**src/rtl/sm3_msg_gntr_if.sv**
```systemverilog
// Beat bus from the SM3 message generator to the hash core.
interface sm3_msg_gntr_if #(
  parameter int INPT_DW = 32
);
  logic [INPT_DW-1:0]   msg_inpt_d;
  logic [INPT_DW/8-1:0] msg_inpt_vld_byte;
  logic                 msg_inpt_vld;
  logic                 msg_inpt_lst;
  logic                 msg_inpt_rdy;

  modport master (
    output msg_inpt_d,
    output msg_inpt_vld_byte,
    output msg_inpt_vld,
    output msg_inpt_lst,
    input  msg_inpt_rdy
  );

  modport slave (
    input  msg_inpt_d,
    input  msg_inpt_vld_byte,
    input  msg_inpt_vld,
    input  msg_inpt_lst,
    output msg_inpt_rdy
  );
endinterface

```
**src/rtl/sm3_msg_gntr.sv**
```systemverilog
// SM3 test-message generator: emits ceil(byte_num/BPW) pattern beats.
// Define SM3_MSG_GNTR_INCR_EN to add the incrementing-data adder.
module sm3_msg_gntr #(
  parameter  int INPT_DW = 32,
  localparam int BPW     = INPT_DW / 8
) (
  input  logic               clk,
  input  logic               rst_n,
  input  logic               start,
  input  logic [60:0]        byte_num,
  input  logic [INPT_DW-1:0] pttrn,
  input  logic               incr_mode,
  sm3_msg_gntr_if.master     msg,
  output logic               busy,
  output logic               done,
  output logic               err
);
  localparam int SH = $clog2(BPW);

  localparam logic [1:0] IDLE = 2'd0;
  localparam logic [1:0] SEND = 2'd1;
  localparam logic [1:0] FIN  = 2'd2;

  logic [1:0]         state;
  logic [INPT_DW-1:0] pttrn_reg;
  logic [57:0]        beat_cnt;
  logic [SH-1:0]      rem;
  logic [61:0]        sum;
  logic [INPT_DW-1:0] raw;
  logic [INPT_DW-1:0] dmask;
  logic [BPW-1:0]     lmask;
  logic [BPW-1:0]     vb;
  logic               vld;
  logic               last;
  logic               xfer;
  logic               idle;
  logic               acpt;

  // FIN is not busy, so a start in the done cycle is taken
  assign idle = state != SEND;
  assign acpt = idle && start && byte_num != '0;
  assign vld  = state == SEND;
  assign last = beat_cnt == 58'd1;
  assign xfer = vld && msg.msg_inpt_rdy;
  assign sum  = {1'b0, byte_num} + 62'(BPW - 1);

  always_ff @(posedge clk or negedge rst_n) begin
    if (!rst_n) begin
      state     <= IDLE;
      pttrn_reg <= '0;
      beat_cnt  <= '0;
      rem       <= '0;
      err       <= 1'b0;
    end else begin
      err <= idle && start && byte_num == '0;
      case (state)
        SEND: begin
          if (xfer) begin
            beat_cnt <= beat_cnt - 58'd1;
            if (last) state <= FIN;
          end
        end
        default: begin
          state <= acpt ? SEND : IDLE;
          if (acpt) begin
            pttrn_reg <= pttrn;
            beat_cnt  <= sum[SH +: 58];
            rem       <= byte_num[SH-1:0];
          end
        end
      endcase
    end
  end

`ifdef SM3_MSG_GNTR_INCR_EN
  logic               incr_reg;
  logic [INPT_DW-1:0] beat_idx;
  logic               unused_bits;

  always_ff @(posedge clk or negedge rst_n) begin
    if (!rst_n) begin
      incr_reg <= 1'b0;
      beat_idx <= '0;
    end else if (acpt) begin
      incr_reg <= incr_mode;
      beat_idx <= '0;
    end else if (xfer) begin
      beat_idx <= beat_idx + INPT_DW'(1);
    end
  end

  assign raw         = incr_reg ? pttrn_reg + beat_idx : pttrn_reg;
  assign unused_bits = ^{sum[SH-1:0], sum[61:SH+58]};
`else
  logic unused_bits;

  assign raw         = pttrn_reg;
  assign unused_bits = ^{incr_mode, sum[SH-1:0], sum[61:SH+58]};
`endif

  // Final-beat mask keeps the first rem bytes (MSB first)
  always_comb begin
    lmask = (rem == '0) ? '1 : ~({BPW{1'b1}} >> rem);
    vb    = '0;
    if (vld) vb = last ? lmask : '1;
    dmask = '0;
    for (int b = 0; b < BPW; b++)
      dmask[INPT_DW-1-8*b -: 8] = {8{vb[BPW-1-b]}};
  end

  assign msg.msg_inpt_vld      = vld;
  assign msg.msg_inpt_lst      = vld && last;
  assign msg.msg_inpt_vld_byte = vb;
  assign msg.msg_inpt_d        = vld ? (raw & dmask) : pttrn_reg;

  assign busy = vld;
  assign done = state == FIN;
endmodule
```
**src/flat_wrapper.sv**
```systemverilog
// flat-port wrapper written by rule: the top's interface ports become plain ports
module sm3_msg_gntr_flat 
#(
  parameter  int INPT_DW = 32,
  localparam int BPW     = INPT_DW / 8
)
  (clk, rst_n, start, byte_num, pttrn, incr_mode, busy, done, err, msg_msg_inpt_d, msg_msg_inpt_vld_byte, msg_msg_inpt_vld, msg_msg_inpt_lst, msg_msg_inpt_rdy);
  sm3_msg_gntr_if #(.INPT_DW(INPT_DW)) msg_i ();
  input  logic clk;
  input  logic rst_n;
  input  logic start;
  input  logic [60:0] byte_num;
  input  logic [INPT_DW-1:0] pttrn;
  input  logic incr_mode;
  output logic busy;
  output logic done;
  output logic err;
  output wire logic [$bits(msg_i.msg_inpt_d)-1:0] msg_msg_inpt_d;
  output wire logic [$bits(msg_i.msg_inpt_vld_byte)-1:0] msg_msg_inpt_vld_byte;
  output wire logic [$bits(msg_i.msg_inpt_vld)-1:0] msg_msg_inpt_vld;
  output wire logic [$bits(msg_i.msg_inpt_lst)-1:0] msg_msg_inpt_lst;
  input wire logic [$bits(msg_i.msg_inpt_rdy)-1:0] msg_msg_inpt_rdy;
  assign msg_msg_inpt_d = msg_i.msg_inpt_d;
  assign msg_msg_inpt_vld_byte = msg_i.msg_inpt_vld_byte;
  assign msg_msg_inpt_vld = msg_i.msg_inpt_vld;
  assign msg_msg_inpt_lst = msg_i.msg_inpt_lst;
  assign msg_i.msg_inpt_rdy = msg_msg_inpt_rdy;
  sm3_msg_gntr #(.INPT_DW(INPT_DW)) u_core (.clk(clk), .rst_n(rst_n), .start(start), .byte_num(byte_num), .pttrn(pttrn), .incr_mode(incr_mode), .msg(msg_i), .busy(busy), .done(done), .err(err));
endmodule
```
**config.mk**
```make
export PLATFORM = sky130hd
export DESIGN_NAME = sm3_msg_gntr_flat
export DESIGN_NICKNAME = d
export VERILOG_FILES = /design/src/rtl/sm3_msg_gntr_if.sv /design/src/rtl/sm3_msg_gntr.sv /design/src/flat_wrapper.sv
export SDC_FILE = /design/constraint.sdc
export NUM_CORES = 1
export LEC_CHECK = 0
export CORE_UTILIZATION = 49
export CTS_BUF_LIST = sky130_fd_sc_hd__clkbuf_8
export DETAILED_ROUTE_END_ITERATION = 10
export GPL_ROUTABILITY_DRIVEN = 0
export PLACE_DENSITY = 0.77
export REMOVE_ABC_BUFFERS = 1
export SYNTH_ARGS = -nofsm -noshare
export SYNTH_HDL_FRONTEND = slang
export SYNTH_SLANG_ARGS = --single-unit
```
**constraint.sdc**
```tcl
create_clock -name clk -period 3.5 [get_ports clk]
set_input_delay 0.7 -clock clk [delete_from_list [all_inputs] [get_ports clk]]
set_output_delay 0.7 -clock clk [all_outputs]
set_load 0.03 [all_outputs]
```
==> flow_summary.html, run 1 <==
<table>
<tr><th>Metric</th><th>Value</th></tr>
<tr><th colspan="2">Setup path</th></tr>
<tr><td>Max Fanout on Critical Path</td><td>8</td></tr>
<tr><td>Critical Setup Path Class</td><td>reg -&gt; out</td></tr>
<tr><td>Crit end category</td><td>output port</td></tr>
<tr><td>Setup crit start kind</td><td>flip-flop</td></tr>
<tr><td>Worst Path Arrival</td><td>approximately 2.8 ns</td></tr>
<tr><td>Worst Path Required</td><td>2.80 ns</td></tr>
<tr><th colspan="2">Synthesis</th></tr>
<tr><td>Number of synthesized flops with an enable pin</td><td>0</td></tr>
<tr><td>Post-Syn Area</td><td>6940 um^2</td></tr>
<tr><td>Syn. warnings</td><td>0</td></tr>
<tr><td>Number of library cell types mapped by synthesis</td><td>66</td></tr>
<tr><td>Register bit count reported by yosys</td><td>95</td></tr>
<tr><td>Proportion of synthesized chip area in sequential cells</td><td>between 30% and 40%</td></tr>
<tr><td>Async SR Flop Fraction</td><td>100%</td></tr>
<tr><td>Mapped Cells</td><td>830</td></tr>
<tr><td>Predominant post-synthesis flop cell</td><td>dfrtp_1</td></tr>
<tr><td>Post-Synthesis Mean Instance Area</td><td>8.36 um^2</td></tr>
<tr><th colspan="2">Clock network</th></tr>
<tr><td>Clock tree from TritonCTS</td><td>built</td></tr>
<tr><td>Number of buffers inserted by hold repair at cts</td><td>0</td></tr>
<tr><td>Worst-path clk slew</td><td>0.12 ns</td></tr>
<tr><td>Clock buffers created by TritonCTS</td><td>9</td></tr>
<tr><td>Clock insertion delay at the later pin of the skew report</td><td>0.41 ns</td></tr>
<tr><td>Maximum root-to-sink buffer count</td><td>2</td></tr>
<tr><td>TritonCTS Sinks</td><td>95</td></tr>
<tr><td>CTS Root Buffer Type</td><td>clkbuf_8</td></tr>
<tr><td>Number of H-tree branching levels</td><td>3</td></tr>
<tr><th colspan="2">Final layout</th></tr>
<tr><td>Number of flip-flops under the largest register name</td><td>58</td></tr>
<tr><td>Layout filler cell count</td><td>1165</td></tr>
<tr><td>Post-Route Utilization</td><td>between 60% and 70%</td></tr>
<tr><td>Commonest cells after routing, fill and taps aside</td><td>clkdlybuf4s50_1, buf_4, dfrtp_1</td></tr>
<tr><td>Synthesis-to-finish area growth</td><td>35.3%</td></tr>
<tr><td>Layout cells sized above 1</td><td>about 18%</td></tr>
<tr><td># nets final</td><td>1116</td></tr>
<tr><td>Leading cell type in the layout, fill and taps excluded</td><td>clkdlybuf4s50_1</td></tr>
<tr><td>Ant. Diodes</td><td>0</td></tr>
<tr><th colspan="2">Route</th></tr>
<tr><td>Remaining number of nets flagged by the antenna check after routing</td><td>0</td></tr>
<tr><td>First DRT Iteration DRCs</td><td>834</td></tr>
<tr><td>Per-cell routed wire length</td><td>19.4 um</td></tr>
<tr><td>Total routed wirelength</td><td>23300 um</td></tr>
<tr><td>DRC errors left</td><td>0</td></tr>
<tr><td>Vias per Instance</td><td>about 6.3</td></tr>
<tr><td>Total via count after detailed routing</td><td>7548</td></tr>
<tr><td>Router iterations before antenna repair</td><td>6</td></tr>
<tr><th colspan="2">Floorplan</th></tr>
<tr><td>Row count</td><td>43</td></tr>
<tr><td>DIE AREA</td><td>~15000 um^2</td></tr>
<tr><td>Die outline width</td><td>about 120 um</td></tr>
<tr><td>Placeable core region</td><td>13800 um^2</td></tr>
<tr><td>Initial Utilization</td><td>50.2%</td></tr>
<tr><td>Number of primary I/O pins</td><td>139</td></tr>
<tr><td>Vertical extent of the die</td><td>~120 um</td></tr>
<tr><th colspan="2">Global route</th></tr>
<tr><td>Overall routing resource usage</td><td>32.5%</td></tr>
<tr><td>Pin count of the biggest net entering global routing</td><td>63</td></tr>
<tr><td>Vias in the first global route</td><td>7034</td></tr>
<tr><td>Overflow left after global routing</td><td>0</td></tr>
<tr><td>Wire length of the first global-routing pass</td><td>36700 um</td></tr>
<tr><td>Number of antenna violations at the first check in global routing</td><td>0</td></tr>
<tr><th colspan="2">Pwr</th></tr>
<tr><td>Worst vdd rail ir drop</td><td>0.322 mV</td></tr>
<tr><td>Tot Pwr</td><td>4.66 mW</td></tr>
<tr><td>Leak pwr</td><td>3.67 nW</td></tr>
<tr><td>P per Cell Area</td><td>roughly 500 nW/um^2</td></tr>
<tr><th colspan="2">STA</th></tr>
<tr><td>Setup repair after global routing missed its margin</td><td>yes</td></tr>
<tr><td>Max-slew violation count</td><td>0</td></tr>
<tr><td>Final worst path period need</td><td>3.49 ns</td></tr>
<tr><td>Setup ws final</td><td>0.0110 ns</td></tr>
<tr><td>Slew at the pin closest to its max-slew limit</td><td>0.761 ns</td></tr>
<tr><td>Hold violation count in the final report</td><td>0</td></tr>
<tr><td>Final hold slack</td><td>0.308 ns</td></tr>
<tr><td>Max Freq</td><td>287 MHz</td></tr>
<tr><td>Slew Limit Headroom</td><td>48.6%</td></tr>
<tr><td>Final Cycle Share</td><td>99.7%</td></tr>
<tr><td>Final setup vio count</td><td>0</td></tr>
<tr><td>Setup Skew</td><td>around 0.015 ns</td></tr>
<tr><th colspan="2">Placed design</th></tr>
<tr><td>Port-buffer cells</td><td>137</td></tr>
<tr><td>Detailed placement HPWL</td><td>17500 um</td></tr>
<tr><td>Post-Place Worst Slack</td><td>-0.161 ns</td></tr>
<tr><th colspan="2">Run</th></tr>
<tr><td>Max capacitance violation total</td><td>0</td></tr>
<tr><th colspan="2">Hold path</th></tr>
<tr><td>Worst hold path class</td><td>in -&gt; async</td></tr>
<tr><th colspan="2">Status</th></tr>
<tr><td>Run status</td><td>finished clean</td></tr>
</table>
[cell type report]
cell class	count	area (um^2)	area share, %
well taps	180	225	2.40
inverters	16	60.1	0.640
clock inverters	7	72.6	0.773
multi-input cells	658	4380	46.7
flip-flops and latches	95	2380	25.3
repair buffers	234	2140	22.8
clock buffers	9	124	1.32
[synthesized netlist by cell type, drive strengths merged, types with 3 or more instances]
cell / number / share of area (%)
dfrtp: 95 / 34
nand2: 71 / 3.8
o21ai: 62 / 4.5
clkbuf: 54 / 2.9
nor4: 50 / 5.3
a21oi: 45 / 3.2
nand3: 44 / 3.2
nor2: 38 / 2.1
mux2: 35 / 5.7
nor3: 35 / 2.5
nand4: 31 / 2.8
and2: 25 / 2.3
xnor2: 25 / 3.2
xor2: 20 / 2.5
or4: 17 / 1.9
inv: 16 / 0.87
or3: 13 / 1.2
and4: 10 / 1.3
nor2b: 10 / 0.90
and3: 9 / 0.81
a21o: 8 / 0.87
nor4b: 8 / 1.1
o22ai: 8 / 0.72
a221o: 7 / 1.0
a22o: 7 / 0.88
buf: 7 / 0.59
a31oi: 6 / 0.54
o31ai: 6 / 0.65
a211oi: 5 / 0.54
o21a: 5 / 0.54
o32ai: 5 / 0.63
ha: 4 / 0.72
nand2b: 4 / 0.36
o2bb2ai: 4 / 0.50
or2: 4 / 0.36
mux2i: 3 / 0.43
o211ai: 3 / 0.32
o221a: 3 / 0.49
o31a: 3 / 0.38
[timing repair]
item | in CTS | in global routing
setup buffers | 0 | 2
endpoints found under the setup margin | 27 | 27
pin swaps | 2 | 9
resized for setup | 158 | 55
[metal layers]
metal,wire length [um],up-vias,GRT usage [%]
met4,941,0,17.4
met1,9400,3595,42.9
li1,-,3497,-
met3,1850,76,4.14
met2,11100,380,51.9
met5,0,-,0
[where the power goes]
part | total, mW | internal, mW | switching, mW
Clock | 0.761 | 0.281 | 0.480
Sequential | 1.83 | 1.49 | 0.333
Combinational | 2.08 | 0.996 | 1.08
Total | 4.66 | 2.77 | 1.89
[per-stage QoR]
stage	cell area (um^2)	setup TNS, ns	std cells
floorplan	6700	-145.41	769
global placement	9110	-2.85	1182
detailed placement	9110	-3.42	1182
CTS	9240	-0.318	1198
global route	9390	-1.32	1199
finish	9390	0	1199
[final timing paths]
kind | slack (ns) | depth (start not counted) | end | from
worst min-delay path | 0.31 | 1 | u_core.beat_cnt[41] | rst_n
worst max-delay path | 0.01 | 8 | msg_msg_inpt_d[9] | u_core.beat_cnt[52]
max in group asynchronous | 2.37 | 2 | u_core.pttrn_reg[16] | rst_n
worst min register to register | 0.49 | 1 | u_core.pttrn_reg[4] | u_core.pttrn_reg[4]
min in group clk | 0.49 | 1 | u_core.pttrn_reg[4] | u_core.pttrn_reg[4]
worst max register to register | 0.57 | 7 | u_core.beat_cnt[50] | u_core.beat_cnt[27]
[worst max-delay path, cell delays in order, from the launching register on]
cell and delay [ns]:
dfrtp_1 0.40, or4_4 0.55, or4_4 0.44, or2_4 0.27
nor4_4 0.15, buf_6 0.17, nand2_4 0.08, and2_1 0.16
buf_2 0.17
[cell families after synthesis]
group           Yosys count  synth area share [%]
compound gates          194                  18.0
xor+xnor                 45                  5.68
fa+ha+maj                 4                 0.721
buf+inv                  77                  4.38
flops                    95                  34.3
mux                      38                  6.11
simple gates            377                  30.9
No activity file was read; power rests on OpenSTA's default activity.
==> inputs of run 2 (changes only) <==
Settings changed: SETUP_SLACK_MARGIN set to 0.02, SLEW_MARGIN set to 20.
==> run 2 against run 1 <==
Compared with the run above: utilization up 0.081 points; largest power group unchanged; register-to-register slack about the same; highest routed layer unchanged; total power is essentially flat; first-iteration DRC count is 0.96% higher; setup slack got worse by 0.0094 ns; sequential power hardly changed; cell count did not move; sequential cell count stayed put; worst hold slack got worse by 0.0011 ns.
==> flow_summary.html, run 2 (synthesis gave the netlist of run 1 again) <==
<table>
<tr><th>Metric</th><th>Value</th></tr>
<tr><th colspan="2">Final layout</th></tr>
<tr><td># nets final</td><td>1116</td></tr>
<tr><td>Final std cells w/o fill</td><td>1199</td></tr>
<tr><td>Layout cells sized above 1</td><td>17.7%</td></tr>
<tr><td>Leading cell type in the layout, fill and taps excluded</td><td>clkdlybuf4s50_1</td></tr>
<tr><td>Commonest cells after routing, fill and taps aside</td><td>clkdlybuf4s50_1, buf_4, dfrtp_1</td></tr>
<tr><td>Synthesis-to-finish area growth</td><td>35.4%</td></tr>
<tr><td>Ant. Diodes</td><td>0</td></tr>
<tr><td>Design Area, Final</td><td>9400 um^2</td></tr>
<tr><td>Number of flip-flops under the largest register name</td><td>58</td></tr>
<tr><th colspan="2">STA</th></tr>
<tr><td>Setup Skew</td><td>around 0.011 ns</td></tr>
<tr><td>Max Freq</td><td>286 MHz</td></tr>
<tr><td>Setup ws final</td><td>around 0.0016 ns</td></tr>
<tr><td>Max-slew violation count</td><td>0</td></tr>
<tr><td>Setup repair after global routing missed its margin</td><td>yes</td></tr>
<tr><td>Final worst path period need</td><td>3.50 ns</td></tr>
<tr><td>Setup_tns</td><td>0 ns</td></tr>
<tr><td>Slew at the pin closest to its max-slew limit</td><td>0.724 ns</td></tr>
<tr><td>Slew Limit Headroom</td><td>about half</td></tr>
<tr><td>Final hold slack</td><td>roughly 0.3 ns</td></tr>
<tr><td>Final setup vio count</td><td>0</td></tr>
<tr><td>Final Cycle Share</td><td>100%</td></tr>
<tr><td>Hold violation count in the final report</td><td>0</td></tr>
<tr><th colspan="2">Setup path</th></tr>
<tr><td>Setup crit start kind</td><td>flip-flop</td></tr>
<tr><td>Launching element of the worst setup path</td><td>u_core.beat_cnt[52]</td></tr>
<tr><td>Startpoint of the most critical register-to-register path</td><td>u_core.beat_cnt[27]</td></tr>
<tr><td>Endpoint of the lowest-slack register-to-register path</td><td>u_core.beat_cnt[50]</td></tr>
<tr><td>Worst Path Arrival</td><td>2.80 ns</td></tr>
<tr><td>FF-to-FF path depth</td><td>7</td></tr>
<tr><td>Worst Path Required</td><td>~2.8 ns</td></tr>
<tr><td>Delay of the slowest cell on the worst path</td><td>0.55 ns</td></tr>
<tr><td>Minimum setup slack among reg-to-reg paths</td><td>between 0.5 and 0.6 ns</td></tr>
<tr><td>Max Fanout on Critical Path</td><td>8</td></tr>
<tr><td>Critical Path Most Common Cell</td><td>or4_4</td></tr>
<tr><td>Critical Setup Path Class</td><td>reg -&gt; out</td></tr>
<tr><td>Worst-path cell with the longest stage delay</td><td>or4_4</td></tr>
<tr><td>Crit end category</td><td>output port</td></tr>
<tr><td>Cells along the critical path</td><td>or4_4 -&gt; or4_4 -&gt; or2_4 -&gt; nor4_4 -&gt; buf_6 -&gt; nand2_4 -&gt; and2_1 -&gt; buf_2</td></tr>
<tr><th colspan="2">Floorplan</th></tr>
<tr><td>Number of primary I/O pins</td><td>139</td></tr>
<tr><td>Die outline width</td><td>121 um</td></tr>
<tr><td>DIE AREA</td><td>14600 um^2</td></tr>
<tr><td>Vertical extent of the die</td><td>121 um</td></tr>
<tr><td>Row count</td><td>43</td></tr>
<tr><td>Initial Utilization</td><td>50.2%</td></tr>
<tr><td>Placeable core region</td><td>13800 um^2</td></tr>
<tr><th colspan="2">Hold path</th></tr>
<tr><td>Worst hold path class</td><td>in -&gt; async</td></tr>
<tr><th colspan="2">Placed design</th></tr>
<tr><td>Cell area after placement</td><td>9110 um^2</td></tr>
<tr><td>Detailed placement HPWL</td><td>approximately 18000 um</td></tr>
<tr><td># placed instances</td><td>1182</td></tr>
<tr><td>Post-Place Worst Slack</td><td>-0.161 ns</td></tr>
<tr><td>Port-buffer cells</td><td>137</td></tr>
<tr><th colspan="2">Run</th></tr>
<tr><td>Max capacitance violation total</td><td>0</td></tr>
<tr><th colspan="2">Clock network</th></tr>
<tr><td>Worst-path clk slew</td><td>0.11 ns</td></tr>
<tr><td>Clock insertion delay at the later pin of the skew report</td><td>approximately 0.40 ns</td></tr>
<tr><td>Clock tree from TritonCTS</td><td>built</td></tr>
<tr><td>TritonCTS Sinks</td><td>95</td></tr>
<tr><td>Clock buffers created by TritonCTS</td><td>9</td></tr>
<tr><td>Maximum root-to-sink buffer count</td><td>2</td></tr>
<tr><td>CTS Root Buffer Type</td><td>clkbuf_8</td></tr>
<tr><td>Number of H-tree branching levels</td><td>3</td></tr>
<tr><th colspan="2">Global route</th></tr>
<tr><td>Vias in the first global route</td><td>just over 7000</td></tr>
<tr><td>Overall routing resource usage</td><td>32.5%</td></tr>
<tr><td>Overflow left after global routing</td><td>0</td></tr>
<tr><td>Wire length of the first global-routing pass</td><td>36700 um</td></tr>
<tr><td>Pin count of the biggest net entering global routing</td><td>63</td></tr>
<tr><td>Number of antenna violations at the first check in global routing</td><td>0</td></tr>
<tr><th colspan="2">Route</th></tr>
<tr><td>Router iterations before antenna repair</td><td>5</td></tr>
<tr><td>First DRT Iteration DRCs</td><td>about 840</td></tr>
<tr><td>Vias per Instance</td><td>6.32</td></tr>
<tr><td>Amount of wire on met2 after detailed routing</td><td>11000 um</td></tr>
<tr><td>Metal-1 WL</td><td>9370 um</td></tr>
<tr><td>Total routed wirelength</td><td>23300 um</td></tr>
<tr><td>Highest routed metal layer</td><td>met4</td></tr>
<tr><td>Total met3 wirelength after detailed routing</td><td>1870 um</td></tr>
<tr><td>Remaining number of nets flagged by the antenna check after routing</td><td>0</td></tr>
<tr><td>Per-cell routed wire length</td><td>about 20 um</td></tr>
<tr><td>DRC errors left</td><td>0</td></tr>
<tr><td>Total via count after detailed routing</td><td>7582</td></tr>
<tr><th colspan="2">Pwr</th></tr>
<tr><td>Leak pwr</td><td>~3.7 nW</td></tr>
<tr><td>P per Cell Area</td><td>roughly 500 nW/um^2</td></tr>
<tr><td>Worst vdd rail ir drop</td><td>around 0.32 mV</td></tr>
<tr><th colspan="2">Status</th></tr>
<tr><td>Run status</td><td>finished clean</td></tr>
</table>
## run 2: cell counts in the layout (fill, tap and decap cells not counted)
No cell type changed its count.
## run 2: critical path, delay by kind of cell (launching register included)
kind,cells,cell delay (ns)
AND/OR/NAND/NOR,6,1.65
flip-flops,1,0.40
buffers and inverters,2,0.34
## run 2: repair_timing
action	4_1_cts	5_1_grt
buffers inserted	0	2
endpoints found under the hold margin	0	0
gates resized for setup	165	44
setup endpoints to repair	27	27
hold buffers	0	0
pin swaps	2	9
## run 2: power by group
| part | switching, mW | internal (mW) | total [mW] |
|---|---|---|---|
| Combinational | 1.08 | 0.998 | 2.08 |
| Clock | 0.476 | 0.281 | 0.756 |
| Sequential | 0.337 | 1.49 | 1.83 |
| Total | 1.89 | 2.77 | 4.66 |
## run 2: worst max path at each step
stage	slack, ns	endpoint	depth (start not counted)
after CTS	-0.03	msg_msg_inpt_d[0]	9
after global placement	-0.13	msg_msg_inpt_d[8]	8
after global routing	-0.09	msg_msg_inpt_d[9]	8
after floorplan	-2.38	u_core.beat_cnt[29]	6
final	0.002	msg_msg_inpt_d[9]	8
after detailed placement	-0.16	msg_msg_inpt_d[8]	8
## run 2: stage by stage
step           total power, mW  util, %
2_1_floorplan             2.87        -
3_3_place_gp              3.76     65.9
6_report                  4.66     68.0
3_5_place_dp              3.82     65.9
5_1_grt                   4.91     68.0
4_1_cts                   4.53     67.0
## run 2: metal layers
| layer | vias to the layer above | track usage [%] |
|---|---|---|
| li1 | 3495 | - |
| met1 | 3596 | 42.8 |
| met2 | 402 | 52.0 |
| met3 | 89 | 4.23 |
| met4 | 0 | 17.2 |
| met5 | - | 0 |
## run 2: cell type report
cell class                      count  area [um^2]
Multi-Input combinational cell    658         4390
Tap cell                          180          225
Sequential cell                    95         2380
Timing Repair Buffer              234         2150
Fill cell                        1165         4430
Inverter                           16         60.1
Clock inverter                      7         72.6
Clock buffer                        9          124
==> inputs of run 3 (changes only) <==
Settings changed: CTS_CLUSTER_SIZE set to 28.
==> results of run 3 <==
No change in the layout: final DEF, timing and power equal those of run 2.
